<file path="src/rtl/settle_timer.sv">
// Loadable down-counter timing the window a stimulus vector is held before sampling.
module settle_timer #(
    parameter int               CNT_W  = 3,
    parameter logic [CNT_W-1:0] RELOAD = '0
) (
    input  logic clk,
    input  logic rst_n,
    input  logic load,
    input  logic en,
    output logic expire
);

    logic [CNT_W-1:0] count_q;

    // NOTE: state registers use non-blocking (<=) so every flop samples pre-edge values.
    always_ff @(posedge clk or negedge rst_n) begin
        if (!rst_n) begin
            count_q <= '0;
        end else if (load) begin
            count_q <= RELOAD;
        end else if (en && count_q != '0) begin
            count_q <= count_q - CNT_W'(1);
        end
    end

    assign expire = en && (count_q == '0);

endmodule

</file>
<file path="config.mk">
export PLATFORM = sky130hd
export DESIGN_NAME = settle_timer
export DESIGN_NICKNAME = d
export VERILOG_FILES = /design/src/rtl/settle_timer.sv
export SDC_FILE = /design/constraint.sdc
export NUM_CORES = 1
export LEC_CHECK = 0
export CORE_AREA = 5 5 42 44
export CTS_CLUSTER_DIAMETER = 150
export CTS_CLUSTER_SIZE = 16
export DETAILED_ROUTE_END_ITERATION = 12
export DIE_AREA = 0 0 47 49
export SYNTH_ARGS = -nofsm -noshare
export SYNTH_HDL_FRONTEND = slang
export SYNTH_SLANG_ARGS = --single-unit
</file>
<file path="constraint.sdc">
create_clock -name clk -period 1.4 [get_ports clk]
set_input_delay 0.21 -clock clk [delete_from_list [all_inputs] [get_ports clk]]
set_output_delay 0.21 -clock clk [all_outputs]
set_load 0.02 [all_outputs]
</file>
Word-level counts from Yosys, hierarchy flattened

Index checks and enable logic that the tools add are counted.
Widths: inputs -> output; s select.

Add/sub/neg operators: 1
$mul: 0
Div/mod/pow operators: 0
Order comparisons: 0
Equality and inequality tests: 0
Shift-type cells: 0
Mux-type cells: 2
Bitwise logic cells: 0
Reductions and logical operators: 5

Operators with widths:

| operator            | count |
|---|---|
| $mux 3              | 2 |
| $logic_not 3->1     | 1 |
| $reduce_bool 3->1   | 1 |
| $sub 3x1->3 const B | 1 |
| $logic_and 1x1->1   | 2 |
| $reduce_bool 2->1   | 1 |

Flip-flop bits (word level): 3
Bits in latches: 0
Bits in writable memories: 0
Bits in read-only memories: 0
Input port bits: 4
Output and inout port bits: 1
Word-level logic and storage cells: 9
Memories kept: 0

Depth between registers and ports, before layout

Gate-level depths: netlist of the first run.

Depth after elaboration: 4
Mapped depth: 5

Least setup slack after synthesis of the first run

OpenSTA, ideal clock, no wires.

Path type: register -> register
Start: reg count_q[0]
End: reg count_q[0]
Setup time: 0.125 ns
Arrival: 1.099 ns
Required time: 1.275 ns
Slack: 0.176 ns
Stages on the path, launching flop included: 5
Buffers on the path: 0
Period minus slack after synthesis: 1.224 ns
Path through: dfrtp_1 -> inv_1 -> ha_1 -> a21boi_4 -> mux2_4

Longest elaborated chain between the ends: 3
Elaborated cells on any way between the ends: 6
Classes of those cells: 1 x add/sub; 2 x mux; 3 x reduce/logical

RTL lines:

| item                                                    | line   | RTL |
|---|---|---|
| from (decl)                                             | 13     | `logic [CNT_W-1:0] count_q;` |
| from (signal assigned)                                  | 22     | `count_q <= count_q - CNT_W'(1);` |
| $sub 3x1->3 / $reduce_bool 3->1 (equally long branches) | 22, 21 |  |
| $mux 3 / $logic_and 1x1->1 (equally long branches)      | 21     | `end else if (en && count_q != '0) begin` |
| $mux 3 / $reduce_bool 2->1 (equally long branches)      | n/a    |  |

Several ways; a longest one is shown, not always the timed one. The select of a mux whose other input is x is not followed.
A chain may end at the register's enable or synchronous reset.

Worst setup path in the final report of the first run

Start: reg count_q[0]
End: out expire

Longest elaborated chain between the ends: 2

RTL lines:

| item              | line | RTL |
|---|---|---|
| $logic_not 3->1   | 26   | `assign expire = en && (count_q == '0);` |
| $logic_and 1x1->1 | 26   |  |
| to (decl)         | 10   | `output logic expire` |

No other way between the ends.

==> metrics.cfg, run 1 <==
[global_routing]
grt_usage_pct=4.725
grt_first_pass_wirelength_um=710
grt_max_degree=6
grt-ovfl-total=0
grt_antenna_before_repair=0
grt_pass1_vias=195

[sta]
hold_viol=0
clock_skew_ns=0.0002368
layout_min_cycle_time_ns=1.318
finalCritPeriodShare_pct=94.12
setup_viol=0
rsz0062_at_grt=no
slew_headroom_pct=88.29
slew_viol_final=0
finalSetupTns_ns=0
tightest_slew_ns=0.1751
fmax_mhz=758.9

[routing]
first_iter_violations=1
drt_wl_total_um=364
viasPerCell=3.469
routedWlPerCell_um=7.429
vias=170
ant_nets=0
drc=0
dr.pass1.iters=2

[logic_synthesis]
synthTopCellsByCount=6 x nor2_1, 3 x dfrtp_1, 2 x ha_1, 2 x inv_1, 2 x mux2_4
synth_area_per_cell_um2=10.13
postSynth.asyncResetShare_pct=100.0
yosys.cell_types.count=10
ys_seq_elements=3
synthesis.area_um2=202.7
synth_top_area_share_pct=37.04
yosysWarnings=0
netlist_top_cells_area=dfrtp_1 37%, mux2_4 15%, ha_1 12%, nor2_1 11%, a21boi_4 9.3%
synthesis.nets=26
synth_ff_type=dfrtp_1
yosysTopAreaCell=dfrtp_1
yosysMostFrequentCell=nor2_1
syn_inst=20
ys_seq_area_share_pct=37.04
synth_edf_count=0

[layout]
regMostFlops=count_q
nets=40
drive_gt1_share_pct=48.48
largestRegisters=count_q x3
fin_area_um2=336.6
antennaDiodeCount=0
largest_register_ffs=3
area_growth_pct=66.05

[power_and_ir_drop]
power.density_mw_per_mm2=2214
peakVddDrop_uv=772.6
leakage_nw=0.1615
finalPower_mw=0.7450

[die]
die_w_um=47
start_util_pct=14.46
ios=5
rows=14
core_mm2=0.001401
dieArea_mm2=0.002303
die_h_um=49

[placement]
place_congestion=0.7174
dpl.hpwl_um=302.5
place_area_um2=300.3
port_buffers=4

[worst_setup_path]
r2r_end=count_q[0]
r2r_cells=5
worstPathRequired_ns=1.19
worst_setup_path_end_kind=output port
startpoint=count_q[0]
ff2ff_setup_slack_ns=0.09
start_kind=flip-flop
worstReg2RegStart=count_q[0]
critPathMaxFanout=2
worst-setup-path-type=reg -> out
cp.arrival_ns=1.11

[clock_tree]
cts_tree=done
cts_sinks=3
cts_inserted_buffers=3
clock_latency_ns=0.23
htree_levels=1
postCtsHoldBufs=0
clk_pin_slew_worst_paths_ns=0.04
cts_root_buffer=clkbuf_4
clockBufferDepth=2

[min_path]
hold_path_class=in -> async

[run]
maxCapViolCount=0

[run_status]
outcome=finished, final reports clean

cell usage in the layout, fill, tap and decap left out:
cell	netlist	layout
a21boi_4	1	1
and3_1	1	1
buf_4	0	6
clkbuf_1	0	1
clkbuf_4	0	3
clkdlybuf4s50_1	0	3
dfrtp_1	3	3
ha_1	2	1
ha_4	0	1
inv_2	1	3
mux2_4	2	2
mux2i_1	1	1
nand2_1	1	1
nor2_1	6	6
metal layers:
metal	vias up	GRT usage, %	share of wire (%)
li1	88	-	-
met1	76	5.298	48
met2	6	4.977	39
met3	0	5.535	12
met4	0	2.765	0
met5	-	0	0
power breakdown:
| part | switching [mW] | internal [mW] |
|---|---|---|
| Combinational | 0.193 | 0.259 |
| Sequential | 0.0218 | 0.124 |
| Clock | 0.0415 | 0.107 |
timing repair:
action                                  CTS  global route
endpoints found under the setup margin    1             3
setup buffers                             0             0
resized for setup                         4             5
pin swaps                                 0             1
metrics by stage:
stage               hold WS [ns]  util (%)  setup slack, ns  cells
global placement          0.4036     21.43          -0.2300     45
CTS                       0.1554     22.95          0.01747     49
detailed placement        0.4041     21.43          -0.2310     45
global route              0.1594     24.02          0.02677     49
finish                    0.1621     24.02          0.08229     49
floorplan               -0.08559         -           0.1756     20
critical path, cell delays in order, from the launching register on:
cell     delay [ns]
dfrtp_1        0.36
inv_2          0.06
ha_4           0.15
and3_1         0.16
buf_4          0.15
worst max path at each step:
stage / endpoint / cells after the start / slack, ns
after global routing: expire / 4 / 0.03
after detailed placement: expire / 3 / -0.23
after global placement: expire / 3 / -0.23
final: expire / 4 / 0.08
after CTS: expire / 4 / 0.02
after floorplan: count_q[0] / 4 / 0.18
logic make-up (layout without fill, tap and decap cells):
kind of cell,Yosys count,count (layout),share of synthesized area (%)
flops,3,3,37.04
fa+ha+maj,2,2,12.34
simple gates,8,8,16.05
buf+inv,3,16,5.555
compound gates,1,1,9.260
mux,3,3,19.75
layout make-up:
class / count / area [um^2]
clock buffer: 4 / 26.28
fill: 165 / 1065
inverter: 3 / 11.26
multi-input combinational: 14 / 128.9
sequential: 3 / 75.07
tap: 16 / 20.02
timing repair buffer: 9 / 75.07
No activity file was read; power rests on OpenSTA's default activity.
==> run 2: changes to the inputs <==
- CORE_AREA: 5 5 42 44 -> 2 2 39 41
- DIE_AREA: 0 0 47 49 -> 0 0 41 43
==> metrics.cfg, run 2 (synthesized netlist as in run 1, its figures left out) <==
[routing]
drt_wl_total_um=403
dr.pass1.iters=2
viasPerCell=3.633
routedWlPerCell_um=8.224
first_iter_violations=1
drc=0
ant_nets=0
vias=178

[placement]
place_congestion=0.6457
port_buffers=4
dpl.hpwl_um=309.1
place_area_um2=292.8
placed_cells=44

[clock_tree]
htree_levels=1
cts_sinks=3
clk_pin_slew_worst_paths_ns=0.04
clock_latency_ns=0.24
cts_root_buffer=clkbuf_4
cts_tree=done
cts_inserted_buffers=3
postCtsHoldBufs=0
clockBufferDepth=2

[global_routing]
grt-ovfl-total=0
grt_max_degree=6
grt_usage_pct=6.351
grt_antenna_before_repair=0
grt_pass1_vias=187
grt_first_pass_wirelength_um=641

[sta]
finalSetupTns_ns=0
layout_min_cycle_time_ns=1.359
setup_viol=0
clock_skew_ns=0.003652
slew_headroom_pct=88.95
hold_viol=0
fmax_mhz=735.6
slew_viol_final=0
hold_ws_ns=0.1539
tightest_slew_ns=0.1652
finalCritPeriodShare_pct=97.10

[worst_setup_path]
worst_setup_path_end_kind=output port
startpoint=count_q[0]
r2r_cells=5
r2r_end=count_q[0]
worstReg2RegStart=count_q[0]
slowest_delay_ns=0.37
slowest_stage=dfrtp_1
worst-setup-path-type=reg -> out
start_kind=flip-flop
crit_chain=inv_2 > ha_2 > and3_1 > buf_4
critPathTopFamily=flip-flops
path_buf_inv=2
critPathMaxFanout=2
worstPathRequired_ns=1.19
cp.arrival_ns=1.15
ff2ff_setup_slack_ns=0.05

[power_and_ir_drop]
switching_share_pct=35.02
power_frac_seq_pct=19.6
combPwrFrac_pct=59.5
clockPowerShare_pct=21.0
p_sw_mw=0.2599
leakage_nw=0.1591
power.density_mw_per_mm2=2273
peakVddDrop_uv=385.4
p_int_mw=0.4822

[layout]
nets=40
antennaDiodeCount=0
fin_area_um2=326.6
largestRegisters=count_q x3
area_growth_pct=61.11
drive_gt1_share_pct=45.45
regMostFlops=count_q
seq_area_um2=75.07
largest_register_ffs=3
stdcell_count=49
fin_util_pct=23.60
multi_input_area_um2=118.9
fillers=156
layout_common_cells=6 x nor2_1, 6 x buf_4, 3 x clkbuf_4, 3 x dfrtp_1, 3 x clkdlybuf4s50_1

[die]
ios=5
rows=14
die_w_um=41
start_util_pct=14.65
dieArea_mm2=0.001763
die_h_um=43
core_mm2=0.001384

[min_path]
hold_path_class=in -> async

[run]
maxCapViolCount=0

[run_status]
outcome=finished, final reports clean

==> run 2: changes by cell type in the layout (fill, tap and decap cells not counted) <==
cell	change
inv_2	-1
ha_2	+1
inv_1	+1
ha_4	-1
==> run 2: worst max-delay path by stage <==
stage                 endpoint  slack, ns  cells after the start
finish                  expire       0.04                      4
global route            expire     -0.006                      4
CTS                     expire       0.02                      4
detailed placement      expire      -0.23                      3
global placement        expire      -0.22                      3
floorplan           count_q[0]       0.18                      4
==> run 2: power groups by stage <==
stage	clock (mW)	sequential [mW]	combinational (mW)
after floorplan	0	0.139	0.270
after global placement	0	0.142	0.416
after detailed placement	0	0.144	0.428
after CTS	0.166	0.142	0.428
after global routing	0.173	0.148	0.489
final	0.156	0.145	0.441
==> run 2: area by class of cell <==
| class | count | share of cell area, % |
|---|---|---|
| Clock buffer | 4 | 8.046 |
| Inverter | 3 | 3.448 |
| Multi-Input combinational cell | 14 | 36.40 |
| Sequential cell | 3 | 22.99 |
| Tap cell | 16 | 6.130 |
| Timing Repair Buffer | 9 | 22.99 |
==> run 2: worst register-to-register path, stage by stage, from the launching register on <==
cell	delay, ns
dfrtp_1	0.37
inv_2	0.05
ha_2	0.18
buf_4	0.14
a21boi_4	0.18
mux2_4	0.32
==> run 2: per-stage QoR <==
step | power, mW | worst slack, ns
CTS | 0.7360 | 0.02025
detailed placement | 0.5712 | -0.2311
global route | 0.8105 | -0.006192
finish | 0.7421 | 0.04053
floorplan | 0.4086 | 0.1756
global placement | 0.5586 | -0.2179
==> run 2: layer usage <==
layer	GRT usage (%)	vias up	routed length (um)
met5	0	-	0
met4	2.000	0	0
met3	7.853	0	36
met2	9.375	5	218
met1	4.886	85	148
li1	-	88	-
==> run 2: what timing repair did <==
item	in CTS	in global routing
cloned	0	0
buffers inserted	0	1
resized for setup	6	1
endpoints found under the setup margin	1	1
